### src/rtl/cardinal_pkg.sv
// rtl/cardinal_pkg.sv - flit field positions and switch port one-hot encodings
package cardinal_pkg;
  localparam int VC_BIT = 63;
  localparam int DX_BIT = 62;
  localparam int DY_BIT = 61;
  localparam int HX_LSB = 48;
  localparam int HY_LSB = 40;
  localparam int HOP_W  = 8;

  localparam logic [4:0] P_EAST  = 5'b00001;
  localparam logic [4:0] P_WEST  = 5'b00010;
  localparam logic [4:0] P_NORTH = 5'b00100;
  localparam logic [4:0] P_SOUTH = 5'b01000;
  localparam logic [4:0] P_PE    = 5'b10000;
endpackage

### src/rtl/xy_route_calc.sv
// rtl/xy_route_calc.sv - combinational XY routing: one-hot port request plus hop-decremented flit
module xy_route_calc
  import cardinal_pkg::*;
#(
  parameter int DATA_W = 64
) (
  input  logic [DATA_W-1:0] flit_i,
  output logic [4:0]        req_o,
  output logic [DATA_W-1:0] flit_o
);
  logic [HOP_W-1:0] hx;
  logic [HOP_W-1:0] hy;

  assign hx = flit_i[HX_LSB +: HOP_W];
  assign hy = flit_i[HY_LSB +: HOP_W];

  // X is exhausted before Y; only a nonzero field is decremented, so hops never wrap
  always_comb begin
    req_o  = P_PE;
    flit_o = flit_i;
    if (hx != '0) begin
      req_o                    = flit_i[DX_BIT] ? P_WEST : P_EAST;
      flit_o[HX_LSB +: HOP_W]  = hx - HOP_W'(1);
    end else if (hy != '0) begin
      req_o                    = flit_i[DY_BIT] ? P_SOUTH : P_NORTH;
      flit_o[HY_LSB +: HOP_W]  = hy - HOP_W'(1);
    end
  end
endmodule

### src/rtl/cardinal_input_port.sv
// rtl/cardinal_input_port.sv - two-VC router input port; link fills VC !polarity, switch drains VC polarity
module cardinal_input_port
  import cardinal_pkg::*;
#(
  parameter int DATA_W = 64,
  parameter int CNT_W  = 16
) (
  input  logic              clk,
  input  logic              reset,
  input  logic              polarity,
  input  logic              si,
  output logic              ri,
  input  logic [DATA_W-1:0] di,
  output logic [4:0]        req,
  input  logic              gnt,
  output logic [DATA_W-1:0] do_flit,
  output logic              err_vc,
  output logic [CNT_W-1:0]  flit_cnt
);
  logic [DATA_W-1:0] buf0_q, buf0_d, buf1_q, buf1_d;
  logic              full0_q, full0_d, full1_q, full1_d;
  logic              err_vc_q, err_vc_d;
  logic [CNT_W-1:0]  flit_cnt_q, flit_cnt_d;

  logic              vc_in, accept, drain, sel_full;
  logic [DATA_W-1:0] sel_buf, rt_flit;
  logic [4:0]        rt_req;

  assign vc_in    = di[VC_BIT];
  assign ri       = polarity ? ~full0_q : ~full1_q;
  assign accept   = si & ri & (vc_in != polarity);
  assign sel_buf  = polarity ? buf1_q : buf0_q;
  assign sel_full = polarity ? full1_q : full0_q;

  xy_route_calc #(.DATA_W(DATA_W)) u_route (
    .flit_i (sel_buf),
    .req_o  (rt_req),
    .flit_o (rt_flit)
  );

  assign req      = sel_full ? rt_req : 5'b0;
  assign do_flit  = sel_full ? rt_flit : '0;
  assign drain    = gnt & (|req);
  assign err_vc   = err_vc_q;
  assign flit_cnt = flit_cnt_q;

  // accept targets VC !polarity and drain targets VC polarity, so both may land on one edge
  always_comb begin
    buf0_d     = buf0_q;
    buf1_d     = buf1_q;
    full0_d    = full0_q;
    full1_d    = full1_q;
    err_vc_d   = err_vc_q | (si & ~accept);
    flit_cnt_d = flit_cnt_q;
    if (drain && !polarity) full0_d = 1'b0;
    if (drain && polarity)  full1_d = 1'b0;
    if (accept) begin
      if (vc_in) begin
        buf1_d  = di;
        full1_d = 1'b1;
      end else begin
        buf0_d  = di;
        full0_d = 1'b1;
      end
      if (flit_cnt_q != '1) flit_cnt_d = flit_cnt_q + CNT_W'(1);
    end
  end

  always_ff @(posedge clk or negedge reset) begin
    if (!reset) begin
      buf0_q     <= '0;
      buf1_q     <= '0;
      full0_q    <= 1'b0;
      full1_q    <= 1'b0;
      err_vc_q   <= 1'b0;
      flit_cnt_q <= '0;
    end else begin
      buf0_q     <= buf0_d;
      buf1_q     <= buf1_d;
      full0_q    <= full0_d;
      full1_q    <= full1_d;
      err_vc_q   <= err_vc_d;
      flit_cnt_q <= flit_cnt_d;
    end
  end
endmodule

### config.mk
export PLATFORM = sky130hd
export DESIGN_NAME = cardinal_input_port
export DESIGN_NICKNAME = d
export VERILOG_FILES = /design/src/rtl/cardinal_pkg.sv /design/src/rtl/xy_route_calc.sv /design/src/rtl/cardinal_input_port.sv
export SDC_FILE = /design/constraint.sdc
export NUM_CORES = 1
export LEC_CHECK = 0
export BUFFER_PORTS_ARGS = -buffer_cell sky130_fd_sc_hd__buf_2
export CAP_MARGIN = 20
export CORE_UTILIZATION = 40
export DETAILED_ROUTE_END_ITERATION = 7
export PLACE_DENSITY = 0.64
export SLEW_MARGIN = 5
export SYNTH_ARGS = -nofsm -noshare
export SYNTH_HDL_FRONTEND = slang
export SYNTH_SLANG_ARGS = --single-unit
### constraint.sdc
create_clock -name clk -period 5.2 [get_ports clk]
set_clock_uncertainty 0.2 [all_clocks]
set_input_delay 1.56 -clock clk [delete_from_list [all_inputs] [get_ports clk]]
set_output_delay 1.56 -clock clk [all_outputs]
set_load 0.03 [all_outputs]
==> qor.yml, run 1 <==
clock_tree:
  cts.path.max_buffers: 2
  insertion_delay_ps: 410
  tritoncts: "done"
  numCtsBuffers: 17
  postCtsSetupRepairBufs: 0
  root_buffer: "clkbuf_16"
  cts.sinks: 146
  path_clk_slew_ps: 60
  htreeDepth: 4
  postCtsHoldBufs: 0
critical_path:
  worst_setup_path_start_kind: "input port"
  crit_family: "compound AO/OA/AOI/OAI gates"
  worst-path-buf-inv: 2
  path_cells: "buf_6 > mux2i_1 > ha_1 > o21ai_1 > or2_1 > o21ai_0 > o41ai_4 > buf_2"
  critical_path_required_ps: 3440
  cp_max_fo: 24
  slowest_delay_ps: 360
  r2r_slack_ps: 3120
  r2r_start: "full1_q"
  cp-startpoint: "polarity"
  worstSetupEndpointType: "output port"
  worstPathArrival_ps: 3310
  crit_slowest_cell: "o21ai_0"
  criticalPathCategory: "input port to output port"
global_route:
  grtUsageTotal_pct: 18.37
  grt_first_pass_wirelength_um: 26150
  antenna_found_initial: 0
  met3_usage_pct: 5.293
  use_met1_pct: 22.55
  overflow: 0
  grt-busiest-layer: "met2"
  grt_use_met2_pct: 31.19
  grt_pass1_vias: 5165
  grt_start_max_net_pins: 109
placement:
  dp.cells: 936
  hpwlAfterDp_um: 10990
  place.gp.congestion: 0.8630
  portBuffers: 155
synth:
  yosysWarnings: 0
  synth_edf_count: 0
  synth_top_family_by_area: "multiplexers"
  ys_top_cells_by_count: "dfrtp_1, mux2_2, nor2_1"
  yosys.area.top_type: "dfrtp_1"
  synth.area.top_cells: "dfrtp_1, mux2_2, mux2i_1"
  syn_area_per_cell_um2: 12.59
  synth_most_common_cell: "dfrtp_1"
  netlist_area_um2: 7063
  synth_top_flop_cell: "dfrtp_1"
  syn_inst: 561
  yosysSeqAreaShare_pct: 51.73
  synth.area.mux_share_pct: 29.78
  synth_fa_ha_area_share_pct: 0.7086
  async_flop_share_pct: 100.0
  synth_compound_area_share_pct: 2.285
  synthSimpleGateAreaFrac_pct: 9.903
  ys_types: 45
  synthXorXnorAreaFrac_pct: 2.852
  syn_nets: 634
  synth_top_area_share_pct: 51.73
  synth_seq_cells: 146
timing:
  setup_tns_ps: 0
  slew_headroom_pct: 34.81
  worst_slew_pin_slew_ps: 977.9
  rsz0062_at_grt: "false"
  timing.final.crit_share_pct: 97.56
  period_needed_ps: 5073
  setup_viol: 0
  fmax_mhz: 197.1
  hold_violations: 0
  slew_violations: 0
detailed_routing:
  vias: 4946
  viasPerCell: 5.115
  drt-initial-drc-count: 177
  wire_per_inst_um: 16.51
  first_pass_iters: 6
  drcViolationCount: 0
  drt-total-wl_um: 15960
  ant_nets: 0
die:
  fp.dieH_um: 134.9
  die-area_um2: 18190
  num_io_pins: 156
  initial_core_util_pct: 40.83
  core_um2: 17300
  fp-row-count: 48
  die_w_um: 134.9
worst_hold_path:
  min_from: "err_vc"
  hold_path.class: "flop to flop"
final_layout:
  num_antenna_cells: 0
  final_util_pct: 51.13
  drive_above_1_share_pct: 48.38
  nNetsFinal: 803
  areaGrowthSynthToFinish_pct: 25.21
  stdcell_count: 967
power_and_ir_drop:
  internal-power_uw: 2703
  p_clk_share_pct: 30.9
  combPwrFrac_pct: 27.9
  seq_power_share_pct: 41.2
  powerDensity_nw_per_um2: 450.0
  p_leak_uw: 0.004170
  netSwitchingPower_uw: 1277
  ir_drop_mv: 0.2303
  swShare_pct: 32.08
job:
  cap_violations: 0
run_status:
  status: "complete, no violations"
==> power by group through the flow <==
stage          clock network (µW)  registers, µW  logic [µW]
6_report                     1230           1640        1110
5_1_grt                      1310           1690        1210
4_1_cts                      1260           1640        1120
3_5_place_dp                    0           1660        1120
3_3_place_gp                    0           1640        1090
2_1_floorplan                   0           1640         766
==> registers in the layout, indices dropped and copies added (netlist names) <==
signal	flops
buf0_q	63
buf1_q	64
err_vc	1
flit_cnt	16
full0_q	1
full1_q	1
==> layout make-up <==
class | instances | area, µm²
flip-flops and latches | 146 | 3654
clock buffers | 18 | 439.2
inverters | 1 | 3.754
multi-input cells | 383 | 3284
clock inverters | 13 | 160.2
well taps | 225 | 281.5
repair buffers | 181 | 1021
fillers | 1591 | 8453
==> repair_timing <==
action / 4_1_cts / 5_1_grt
endpoints found under the setup margin: 1 / 5
endpoints found under the hold margin: 0 / 0
resized for setup: 1 / 1
pin swaps: 0 / 0
==> cells in the final DEF (no fill, tap or decap), types with 3 or more instances in the layout <==
cell type    n
nor2_1      66
buf_12       3
nor3_2       4
xnor2_1     16
o21ai_0      3
nand2_1     13
nor3_1      13
clkinv_4     3
ha_1         3
buf_2      153
bufinv_16    3
a21oi_1      3
and3_1       7
nor3b_1      4
a21o_1       4
mux2i_1     63
clkinv_2     4
clkbuf_16   17
nor4_1       4
xor2_1       7
nand3_1      5
mux2_2     128
nand4_1      8
dfrtp_1    146
buf_4       23
==> worst register-to-register path, stage by stage (launching register included) <==
cell,delay (ps)
dfrtp_1,470
and4bb_4,410
nor2_2,90
or4_4,560
nor2_1,140
xor2_1,150
==> metrics by stage <==
stage	instance area, µm²	hold WS, ps	power (µW)	setup slack, ps
floorplan	7116	231.6	2409	-119.6
global placement	8240	241.0	2725	51.91
detailed placement	8240	243.9	2782	-18.65
CTS	8840	257.4	4032	76.46
global route	8843	285.1	4203	11.55
finish	8843	252.6	3979	126.9
==> per-layer routing <==
metal | share of wire, % | vias up | wire length [µm]
li1 | - | 2335 | -
met2 | 50 | 125 | 8015
met5 | 0 | - | 0
met1 | 43 | 2473 | 6836
met4 | 1.1 | 0 | 174
met3 | 5.9 | 13 | 937
==> cell families (layout without fill, tap and decap cells) <==
logic type,after synthesis,count (layout)
XOR/XNOR,23,23
AO/OA/AOI/OAI,22,22
multiplexers,194,194
AND/OR/NAND/NOR,140,140
flip-flops,146,146
adder cells (fa/ha/maj),4,4
buffers and inverters,32,213
==> path summary, 6_finish.rpt <==
path	to	cells after the start
max	do_flit[46]	8
min	err_vc	1
max reg2reg	flit_cnt[14]	5
min reg2reg	err_vc	1
max in group asynchronous	flit_cnt[11]	2
min in group asynchronous	buf0_q[27]	1
Power figures use the tool's default switching activity.
==> run 2: changes to the inputs <==
PLACE_DENSITY = 0.7   (was 0.64)
==> qor.yml, run 2 (synthesis gave the netlist of run 1 again) <==
timing:
  setup_viol: 1  # was 0
  period_needed_ps: 5212  # was 5073 ps
  worst_slew_pin_slew_ps: 936.7  # was 977.9 ps
  hold_violations: 0  # unchanged
  hold-worst-slack_ps: 261.3  # was 252.6 ps
  fin_ws_ps: -12.33  # was 126.9 ps
  slew_headroom_pct: 37.55  # was 34.81%
  fmax_mhz: 191.9  # was 197.1 MHz
  slew_violations: 0  # unchanged
  timing.final.crit_share_pct: 100.2  # was 97.56%
  setup_tns_ps: -12.33  # was 0 ps
  rsz0062_at_grt: "true"  # was false
die:
  die_w_um: 134.9  # unchanged
  die-area_um2: 18190  # unchanged
  fp-row-count: 48  # unchanged
  core_um2: 17300  # unchanged
  initial_core_util_pct: 40.83  # unchanged
  num_io_pins: 156  # unchanged
  fp.dieH_um: 134.9  # unchanged
final_layout:
  areaGrowthSynthToFinish_pct: 25.10  # was 25.21%
  largest_reg_flops: 64  # unchanged
  final_cell_mix: "buf_2, dfrtp_1, mux2_2"  # unchanged
  design_area_um2: 8836  # was 8843 µm²
  nNetsFinal: 801  # was 803
  drive_above_1_share_pct: 48.18  # was 48.38%
  largest_register: "buf1_q"  # unchanged
  num_antenna_cells: 0  # unchanged
  layout_commonest_cell: "buf_2"  # unchanged
power_and_ir_drop:
  p_leak_uw: 0.004161  # was 0.004170 µW
  powerDensity_nw_per_um2: 449.5  # was 450.0 nW/µm²
  ir_drop_mv: 0.2595  # was 0.2303 mV
placement:
  place.gp.congestion: 0.8548  # was 0.8630
  place_ws_ps: 8.523  # was -18.65 ps
  portBuffers: 155  # unchanged
  placed_cell_area_um2: 8193  # was 8240 µm²
  hpwlAfterDp_um: 11220  # was 10990 µm
clock_tree:
  postCtsHoldBufs: 0  # unchanged
  cts.path.max_buffers: 2  # unchanged
  insertion_delay_ps: 400  # was 410 ps
  cts.sinks: 146  # unchanged
  cts_resized: 0  # was 1
  tritoncts: "done"  # unchanged
  numCtsBuffers: 17  # unchanged
  htreeDepth: 4  # unchanged
  postCtsSetupRepairBufs: 0  # unchanged
  path_clk_slew_ps: 60  # about the same
  root_buffer: "clkbuf_16"  # unchanged
worst_hold_path:
  hold_path.class: "flop to flop"  # unchanged
job:
  cap_violations: 0  # unchanged
detailed_routing:
  wire_per_inst_um: 16.61  # was 16.51 µm
  drt-initial-drc-count: 158  # was 177
  wl_met1_um: 6903  # was 6836 µm
  drcViolationCount: 0  # unchanged
  dr_wl_met2_um: 7921  # was 8015 µm
  drt-total-wl_um: 16050  # was 15960 µm
  viasPerCell: 5.159  # was 5.115
  first_pass_iters: 4  # was 6
  vias: 4984  # was 4946
  dr_wl_met3_um: 979  # was 937 µm
  ant_nets: 0  # unchanged
  highest_layer: "met5"  # was met4
global_route:
  grt_start_max_net_pins: 111  # was 109
  overflow: 0  # unchanged
  grt_pass1_vias: 5385  # was 5165
  antenna_found_initial: 1  # was 0
  grtUsageTotal_pct: 18.54  # was 18.37%
  grt_first_pass_wirelength_um: 26280  # was 26150 µm
critical_path:
  worstPathArrival_ps: 3450  # was 3310 ps
  cp_max_fo: 12  # was 24
  worstSetupEndpointType: "output port"  # unchanged
  worst_setup_path_start_kind: "input port"  # unchanged
  critical_path_required_ps: 3440  # about the same
  criticalPathCategory: "input port to output port"  # unchanged
run_status:
  violations: "setup timing"
  status: "complete, but fails checks"  # was complete, no violations
-- run 2: changes by cell type in the layout (fill, tap and decap cells not counted), sizes merged --
cell and delta:
buf -3, clkbuf +6, clkinv -2, clkinvlp -1
inv -1
-- run 2: cell type report --
class	count	area, µm²
Tap cell	225	281.5
Sequential cell	146	3654
Multi-Input combinational cell	383	3299
Clock inverter	9	130.1
Clock buffer	23	467.9
Fill cell	1558	8461
Timing Repair Buffer	179	999.7
Inverter	1	3.754
-- run 2: metrics by stage --
| stage | total power [µW] | cells | util [%] |
|---|---|---|---|
| 3_3_place_gp | 2708 | 933 | 47.37 |
| 5_1_grt | 4190 | 966 | 51.09 |
| 3_5_place_dp | 2771 | 933 | 47.37 |
| 2_1_floorplan | 2409 | 561 | - |
| 4_1_cts | 4008 | 965 | 50.82 |
| 6_report | 3972 | 966 | 51.09 |
-- run 2: worst paths after layout --
kind | start | endpoint | slack, ps | cells past startpoint
max | polarity | do_flit[41] | -10 | 9
min | buf1_q[63] | buf1_q[63] | 260 | 1
min in group asynchronous | reset | buf0_q[27] | 860 | 1
max in group asynchronous | reset | buf1_q[6] | 2950 | 3
min reg2reg | buf1_q[63] | buf1_q[63] | 260 | 1
max reg2reg | full0_q | buf0_q[37] | 2830 | 3
-- run 2: power by group --
part | leakage, µW | internal (µW) | total [µW] | switching [µW]
combinational | 0.00212 | 500 | 1110 | 610
clock | 0.000291 | 779 | 1220 | 442
sequential | 0.00175 | 1430 | 1640 | 206
total | 0.00416 | 2710 | 3970 | 1260
-- run 2: metal layers --
metal / track usage [%] / vias to the layer above
met5: 0 / -
met4: 6.929 / 2
met3: 5.818 / 24
met2: 31.27 / 134
met1: 22.12 / 2500
li1: - / 2324
-- run 2: critical path: stages --
cell,delay [ps]
buf_4,170
buf_4,180
nor4_1,420
o21ai_1,190
or2_0,260
buf_4,160
a21boi_0,240
a311oi_2,70
clkbuf_4,190
